**config.mk**
```make
export PLATFORM = sky130hd
export DESIGN_NAME = eq_i2s_tx_flat
export DESIGN_NICKNAME = d
export VERILOG_FILES = /design/src/rtl/eq_i2s_tx_pkg.sv /design/src/rtl/eq_i2s_tx_if.sv /design/src/rtl/eq_sample_fifo2.sv /design/src/rtl/eq_i2s_tx.sv /design/src/flat_wrapper.sv
export SDC_FILE = /design/constraint.sdc
export NUM_CORES = 1
export LEC_CHECK = 0
export BUFFER_PORTS_ARGS = -buffer_cell sky130_fd_sc_hd__buf_2
export CORE_UTILIZATION = 48
export CTS_CLUSTER_DIAMETER = 50
export DETAILED_ROUTE_END_ITERATION = 10
export PLACE_DENSITY = 0.66
export SLEW_MARGIN = 20
export SYNTH_ARGS = -nofsm -noshare
export SYNTH_HDL_FRONTEND = slang
export SYNTH_SLANG_ARGS = --single-unit
```
**constraint.sdc**
```tcl
create_clock -name clk -period 3.4 [get_ports clk]
set_clock_uncertainty 0.2 [all_clocks]
set_input_delay 0.34 -clock clk [delete_from_list [all_inputs] [get_ports clk]]
set_output_delay 0.34 -clock clk [all_outputs]
set_load 0.05 [all_outputs]
```
**src/rtl/eq_i2s_tx_pkg.sv**
```systemverilog
// Shared I2S frame constants and slot/bit helpers for the equalizer audio path.
// Intended for reuse by the matching I2S receiver on the input side.
package eq_i2s_tx_pkg;

  localparam int I2S_DATA_W  = 16;
  localparam int I2S_SLOT_W  = 32;
  localparam int I2S_CLK_DIV = 2;

  typedef enum logic {
    I2S_LEFT  = 1'b0,
    I2S_RIGHT = 1'b1
  } i2s_chan_e;

  // Word select leads the data by one bit, so the right slot is flagged from k = slot_w-1.
  function automatic i2s_chan_e i2s_ws(input int k, input int slot_w);
    return ((k >= slot_w - 1) && (k <= 2 * slot_w - 2)) ? I2S_RIGHT : I2S_LEFT;
  endfunction

  function automatic logic i2s_bit_active(input int k, input int slot_w, input int data_w);
    return (k < data_w) || ((k >= slot_w) && (k < slot_w + data_w));
  endfunction

  function automatic int i2s_bit_pos(input int k, input int slot_w, input int data_w);
    return (k >= slot_w) ? (data_w - 1 - (k - slot_w)) : (data_w - 1 - k);
  endfunction

endpackage

```
**src/rtl/eq_i2s_tx_if.sv**
```systemverilog
// Sample handshake plus I2S pin bundle between the equalizer back end and the DAC transmitter.
interface eq_i2s_tx_if
  import eq_i2s_tx_pkg::*;
#(
  parameter int DATA_W = I2S_DATA_W
);

  logic [DATA_W-1:0] sample_in;
  logic              sample_valid;
  logic              sample_ready;
  logic              bclk;
  logic              lrclk;
  logic              sdata;
  logic              underrun;

  modport master (
    output sample_in, sample_valid,
    input  sample_ready, bclk, lrclk, sdata, underrun
  );

  modport slave (
    input  sample_in, sample_valid,
    output sample_ready, bclk, lrclk, sdata, underrun
  );

endinterface

```
**src/rtl/eq_sample_fifo2.sv**
```systemverilog
// Two-entry valid/ready sample buffer; simultaneous push and pop keep the count unchanged.
module eq_sample_fifo2
  import eq_i2s_tx_pkg::*;
#(
  parameter int W = I2S_DATA_W
) (
  input  logic         clk,
  input  logic         rst_n,
  input  logic [W-1:0] push_data_i,
  input  logic         push_valid_i,
  output logic         push_ready_o,
  input  logic         pop_i,
  output logic [W-1:0] head_o,
  output logic         empty_o
);

  logic [W-1:0] mem_q [2];
  logic         wr_ptr_q, wr_ptr_d;
  logic         rd_ptr_q, rd_ptr_d;
  logic [1:0]   count_q, count_d;
  logic         push_fire;
  logic         pop_fire;

  always_comb begin
    push_fire = push_valid_i && (count_q != 2'd2);
    pop_fire  = pop_i && (count_q != 2'd0);
    wr_ptr_d  = wr_ptr_q ^ push_fire;
    rd_ptr_d  = rd_ptr_q ^ pop_fire;
    count_d   = count_q;
    if (push_fire && !pop_fire) begin
      count_d = count_q + 2'd1;
    end else if (pop_fire && !push_fire) begin
      count_d = count_q - 2'd1;
    end
  end

  always_ff @(posedge clk or negedge rst_n) begin
    if (!rst_n) begin
      wr_ptr_q <= 1'b0;
      rd_ptr_q <= 1'b0;
      count_q  <= 2'd0;
    end else begin
      wr_ptr_q <= wr_ptr_d;
      rd_ptr_q <= rd_ptr_d;
      count_q  <= count_d;
    end
  end

  // Storage carries no reset; occupancy alone decides what is valid.
  always_ff @(posedge clk) begin
    if (push_fire) begin
      mem_q[wr_ptr_q] <= push_data_i;
    end
  end

  assign push_ready_o = (count_q != 2'd2);
  assign head_o       = mem_q[rd_ptr_q];
  assign empty_o      = (count_q == 2'd0);

endmodule

```
**src/rtl/eq_i2s_tx.sv**
```systemverilog
// I2S transmitter: buffers mono equalizer samples and sends each on both DAC channels.
// Define EQ_I2S_TX_UNDERRUN_HOLD_EN to repeat the previous sample on underrun instead of silence.
module eq_i2s_tx
  import eq_i2s_tx_pkg::*;
#(
  parameter int CLK_DIV = I2S_CLK_DIV,
  parameter int DATA_W  = I2S_DATA_W,
  parameter int SLOT_W  = I2S_SLOT_W
) (
  input logic        clk,
  input logic        rst_n,
  eq_i2s_tx_if.slave bus
);

  localparam int DIV_W = (CLK_DIV > 1) ? $clog2(CLK_DIV) : 1;
  localparam int K_W   = $clog2(2 * SLOT_W);
  localparam int IDX_W = (DATA_W > 1) ? $clog2(DATA_W) : 1;
  localparam logic [DIV_W-1:0] DIV_LAST = DIV_W'(CLK_DIV - 1);
  localparam logic [K_W-1:0]   K_LAST   = K_W'(2 * SLOT_W - 1);

  logic [DIV_W-1:0]  div_q, div_d;
  logic              bclk_q, bclk_d;
  logic [K_W-1:0]    k_q, k_d;
  logic [DATA_W-1:0] frame_q, frame_d;
  logic              lrclk_q, lrclk_d;
  logic              sdata_q, sdata_d;
  logic              underrun_q, underrun_d;

  logic              div_tc;
  logic              bclk_fall;
  logic              frame_start;
  logic              fifo_pop;
  logic              fifo_empty;
  logic              fifo_ready;
  logic [DATA_W-1:0] fifo_head;
  logic [IDX_W-1:0]  bit_idx;

  eq_sample_fifo2 #(
    .W(DATA_W)
  ) u_fifo (
    .clk          (clk),
    .rst_n        (rst_n),
    .push_data_i  (bus.sample_in),
    .push_valid_i (bus.sample_valid),
    .push_ready_o (fifo_ready),
    .pop_i        (fifo_pop),
    .head_o       (fifo_head),
    .empty_o      (fifo_empty)
  );

  always_comb begin
    div_tc      = (div_q == DIV_LAST);
    div_d       = div_tc ? '0 : div_q + DIV_W'(1);
    bclk_d      = bclk_q ^ div_tc;
    bclk_fall   = div_tc && bclk_q;
    frame_start = bclk_fall && (k_q == K_LAST);

    k_d        = k_q;
    frame_d    = frame_q;
    lrclk_d    = lrclk_q;
    sdata_d    = sdata_q;
    underrun_d = 1'b0;
    fifo_pop   = 1'b0;
    bit_idx    = '0;

    if (bclk_fall) begin
      k_d = (k_q == K_LAST) ? '0 : k_q + K_W'(1);
    end

    // Emptiness is judged on the registered count, so a same-cycle push waits a frame.
    if (frame_start) begin
      underrun_d = fifo_empty;
      if (!fifo_empty) begin
        fifo_pop = 1'b1;
        frame_d  = fifo_head;
      end else begin
`ifdef EQ_I2S_TX_UNDERRUN_HOLD_EN
        frame_d = frame_q;
`else
        frame_d = '0;
`endif
      end
    end

    // Pins change only on the falling edge; the new frame value feeds bit 0 directly.
    if (bclk_fall) begin
      lrclk_d = (i2s_ws(int'(k_d), SLOT_W) == I2S_RIGHT);
      bit_idx = IDX_W'(i2s_bit_pos(int'(k_d), SLOT_W, DATA_W));
      sdata_d = i2s_bit_active(int'(k_d), SLOT_W, DATA_W) && frame_d[bit_idx];
    end
  end

  always_ff @(posedge clk or negedge rst_n) begin
    if (!rst_n) begin
      div_q      <= '0;
      bclk_q     <= 1'b0;
      k_q        <= K_LAST;
      frame_q    <= '0;
      lrclk_q    <= 1'b0;
      sdata_q    <= 1'b0;
      underrun_q <= 1'b0;
    end else begin
      div_q      <= div_d;
      bclk_q     <= bclk_d;
      k_q        <= k_d;
      frame_q    <= frame_d;
      lrclk_q    <= lrclk_d;
      sdata_q    <= sdata_d;
      underrun_q <= underrun_d;
    end
  end

  assign bus.sample_ready = fifo_ready;
  assign bus.bclk         = bclk_q;
  assign bus.lrclk        = lrclk_q;
  assign bus.sdata        = sdata_q;
  assign bus.underrun     = underrun_q;

endmodule

```
**src/flat_wrapper.sv**
```systemverilog
// flat-port wrapper written by rule: the top's interface ports become plain ports
module eq_i2s_tx_flat import eq_i2s_tx_pkg::*;
#(
  parameter int CLK_DIV = I2S_CLK_DIV,
  parameter int DATA_W  = I2S_DATA_W,
  parameter int SLOT_W  = I2S_SLOT_W
)
  (clk, rst_n, bus_sample_in, bus_sample_valid, bus_sample_ready, bus_bclk, bus_lrclk, bus_sdata, bus_underrun);
  eq_i2s_tx_if #(.DATA_W(DATA_W)) bus_i ();
  input logic clk;
  input logic rst_n;
  input wire logic [$bits(bus_i.sample_in)-1:0] bus_sample_in;
  input wire logic [$bits(bus_i.sample_valid)-1:0] bus_sample_valid;
  output wire logic [$bits(bus_i.sample_ready)-1:0] bus_sample_ready;
  output wire logic [$bits(bus_i.bclk)-1:0] bus_bclk;
  output wire logic [$bits(bus_i.lrclk)-1:0] bus_lrclk;
  output wire logic [$bits(bus_i.sdata)-1:0] bus_sdata;
  output wire logic [$bits(bus_i.underrun)-1:0] bus_underrun;
  assign bus_i.sample_in = bus_sample_in;
  assign bus_i.sample_valid = bus_sample_valid;
  assign bus_sample_ready = bus_i.sample_ready;
  assign bus_bclk = bus_i.bclk;
  assign bus_lrclk = bus_i.lrclk;
  assign bus_sdata = bus_i.sdata;
  assign bus_underrun = bus_i.underrun;
  eq_i2s_tx #(.CLK_DIV(CLK_DIV), .DATA_W(DATA_W), .SLOT_W(SLOT_W)) u_core (.clk(clk), .rst_n(rst_n), .bus(bus_i));
endmodule
```
==> results.json <==
{
  "syn_area_mm2": 0.00292,
  "placementRows": 28,
  "final_common_cell": "sky130_fd_sc_hd__edfxtp_1",
  "ys_seq_area_share_pct": 59.7,
  "syn_inst": 222,
  "critical_path.max_fanout": 12,
  "crit_path_cell_trace": "ha_1, nand3_2, buf_4, or2_1, a2111oi_0, o31ai_1, nand4b_1, o221ai_2",
  "maxCapViolations": 0,
  "pin_count": 24,
  "top_usage_layer": "met2",
  "critPathCaptureType": "flip-flop",
  "worst-endpoint-required_ps": 3420,
  "max_freq_ghz": 0.357,
  "power_density_mw_per_mm2": 518,
  "synthesis.yosys.warnings": 0,
  "timing.critical_path.buf_inv": 1,
  "die_w_um": 80,
  "layout.filler_cells": 489,
  "yosys-top-cells-area": "sky130_fd_sc_hd__edfxtp_1 33%, sky130_fd_sc_hd__dfrtp_1 21%, sky130_fd_sc_hd__mux2i_1 5.5%",
  "worst_setup_path_startpoint": "u_core.k_q[0]",
  "cts_tree": "built",
  "grt_start_max_net_pins": 32,
  "first_iter_violations": 93,
  "layout_common_cells": "32 x sky130_fd_sc_hd__edfxtp_1, 25 x sky130_fd_sc_hd__dfrtp_1, 23 x sky130_fd_sc_hd__buf_2, 17 x sky130_fd_sc_hd__nand2_1, 17 x sky130_fd_sc_hd__dlygate4sd3_1",
  "instances_no_fill": 345,
  "critical_path.top_delay_family": "compound AO/OA/AOI/OAI gates",
  "gr-usage-met1_pct": 25.8,
  "tightestPinTransition_ps": 831,
  "placed_cells": 312,
  "drtAntennaViolNets": 0,
  "reg2reg_setup_slack_ps": 600,
  "grt_pass1_vias": 1782,
  "multi_input_area_mm2": 0.00106,
  "setup_viol": 0,
  "critical-path-slowest-cell": "sky130_fd_sc_hd__dfstp_2",
  "fin_ws_ps": 601,
  "synth_top_area_share_pct": 32.9,
  "drt-wirelength-per-cell_um": 14.8,
  "root_buffer_cell": "sky130_fd_sc_hd__clkbuf_8",
  "syn_nets": 246,
  "avgViaCountPerCell": 5.37,
  "clockBufferDepth": 2,
  "min_period_over_period_pct": 82.3,
  "post-synth-top-area-cell": "sky130_fd_sc_hd__edfxtp_1",
  "yosysUniqueCellTypes": 52,
  "report.final.hold_viol_count": 0,
  "wire_length_of_the_first_global_routing_pass_um": 8730,
  "clock_sink_total": 63,
  "fin_hold_ws_ps": 224,
  "power.leakage_uw": 0.00133,
  "hp-start": "u_core.div_q",
  "worst-setup-path-type": "reg -> reg",
  "postCtsResizedCells": 0,
  "placement.io_buffers": 23,
  "worst_setup_hold_path_clk_slew_ps": 70,
  "groute.layer.met2.usage_pct": 28.4,
  "setup-tns-final_ps": 0,
  "routed_wl_um": 5090,
  "tritoncts.num_buffers": 9,
  "synth_edf_count": 32,
  "grt.total_usage_pct": 18.6,
  "postSynthAreaPerCell_um2": 13.2,
  "r2r-start": "u_core.k_q[0]",
  "worstHoldPathType": "reg -> reg",
  "crit_arrival_ps": 2820,
  "drv_slew": 0,
  "drive_above_1_share_pct": 27.0,
  "initial_core_util_pct": 49.6,
  "nets": 289,
  "vias": 1854,
  "minimum_period_implied_by_the_final_worst_setup_slack_ps": 2800,
  "post_detailed_route_drc_marker_count": 0,
  "run_status": "complete, no violations",
  "grt_overflow": 0,
  "total_power_uw": 1770,
  "async_reset_ff_share_pct": 49.2,
  "seqCellArea_mm2": 0.00174,
  "dp_worst_setup_slack_ps": 622,
  "dp_hpwl_um": 3330,
  "fp.coreArea_mm2": 0.00589,
  "worstSetupStartpointType": "flip-flop",
  "rsz0062_at_grt": "no",
  "max-vdd-ir-drop_mv": 0.378,
  "timing.critical_path.slowest_cell_delay_ps": 610,
  "gp_congestion": 0.819,
  "initial_antenna_violation_count": 0,
  "flow.area_growth_from_synthesis_pct": 16.8,
  "slew_headroom_pct": 44.4,
  "die_extent_in_y_um": 80,
  "clkLatencyLatePin_ps": 330,
  "cts_h_tree_depth": 3,
  "postSynth.topFlopCell": "sky130_fd_sc_hd__edfxtp_1",
  "ys_seq_elements": 63,
  "fp.dieArea_mm2": 0.00640,
  "grt_use_met3_pct": 4.91,
  "drt_first_pass_iters": 4,
  "antenna-diode-count": 0
}
==> Yosys cell counts (5+ instances only) <==
cell / number
sky130_fd_sc_hd__o21ai_0: 10
sky130_fd_sc_hd__dfrtp_1: 25
sky130_fd_sc_hd__o31ai_1: 12
sky130_fd_sc_hd__dfstp_2: 6
sky130_fd_sc_hd__nand2_1: 17
sky130_fd_sc_hd__edfxtp_1: 32
sky130_fd_sc_hd__inv_1: 5
sky130_fd_sc_hd__a211oi_1: 5
sky130_fd_sc_hd__buf_2: 5
sky130_fd_sc_hd__xor2_1: 6
sky130_fd_sc_hd__nor2_1: 9
sky130_fd_sc_hd__ha_1: 5
sky130_fd_sc_hd__mux2i_1: 16
==> per-stage QoR <==
step / utilization (%) / instance area, um2
global placement: 52.3 / 3080
floorplan: - / 2920
detailed placement: 52.3 / 3080
global route: 58.0 / 3410
finish: 58.0 / 3410
CTS: 58.0 / 3410
==> final timing paths <==
path                                            end  depth (start not counted)
max                                u_core.bus.sdata                          8
min                                    u_core.div_q                          1
max reg2reg                        u_core.bus.sdata                          8
min reg2reg                            u_core.div_q                          1
max in group asynchronous        u_core.frame_q[10]                          2
min in group asynchronous  u_core.u_fifo.count_q[1]                          2
==> area by class of cell <==
class                           count  share of cell area [%]
Tap cell                           75                    2.75
Inverter                            7                   0.917
Multi-Input combinational cell    139                    30.9
Clock inverter                      7                    1.17
Timing Repair Buffer               45                    9.46
Sequential cell                    63                    51.1
Clock buffer                        9                    3.63
==> metal layers <==
layer / vias up / wire (um)
met5: - / 0
met4: 0 / 67
met3: 6 / 201
met2: 38 / 2370
met1: 887 / 2450
li1: 923 / -
==> sequential cells by signal, indices dropped and copies added, names as in the netlist <==
signal / flops
u_core.k_q: 6
u_core.frame_q: 16
u_core.bus.underrun: 1
u_core.u_fifo.mem_q: 32
u_core.u_fifo.wr_ptr_q: 1
u_core.u_fifo.count_q: 2
u_core.bus.bclk: 1
u_core.bus.lrclk: 1
u_core.div_q: 1
u_core.u_fifo.rd_ptr_q: 1
u_core.bus.sdata: 1
==> report_power, final <==
| part | switching (uW) | internal [uW] |
|---|---|---|
| logic | 178 | 90.5 |
| clock network | 280 | 257 |
| registers | 34.1 | 927 |
| total | 491 | 1270 |
==> logic make-up after synthesis <==
family	share of synthesized area (%)
AO/OA/AOI/OAI	14.0
flip-flops	59.7
multiplexers	7.03
AND/OR/NAND/NOR	10.3
buffers and inverters	4.11
adder cells (fa/ha/maj)	2.14
XOR/XNOR	2.70
==> worst register-to-register path: stages (launching register included) <==
cell and delay (ps):
sky130_fd_sc_hd__dfstp_2 610, sky130_fd_sc_hd__ha_1 310, sky130_fd_sc_hd__nand3_2 130, sky130_fd_sc_hd__buf_4 200, sky130_fd_sc_hd__or2_1 400, sky130_fd_sc_hd__a2111oi_0 500
sky130_fd_sc_hd__o31ai_1 130, sky130_fd_sc_hd__nand4b_1 110, sky130_fd_sc_hd__o221ai_2 90
==> timing repair <==
item / 4_1_cts / 5_1_grt
endpoints found under the hold margin: 56 / 0
hold buffers: 17 / 0
buffers inserted: 0 / 0
(Power assumes the default switching activity.)
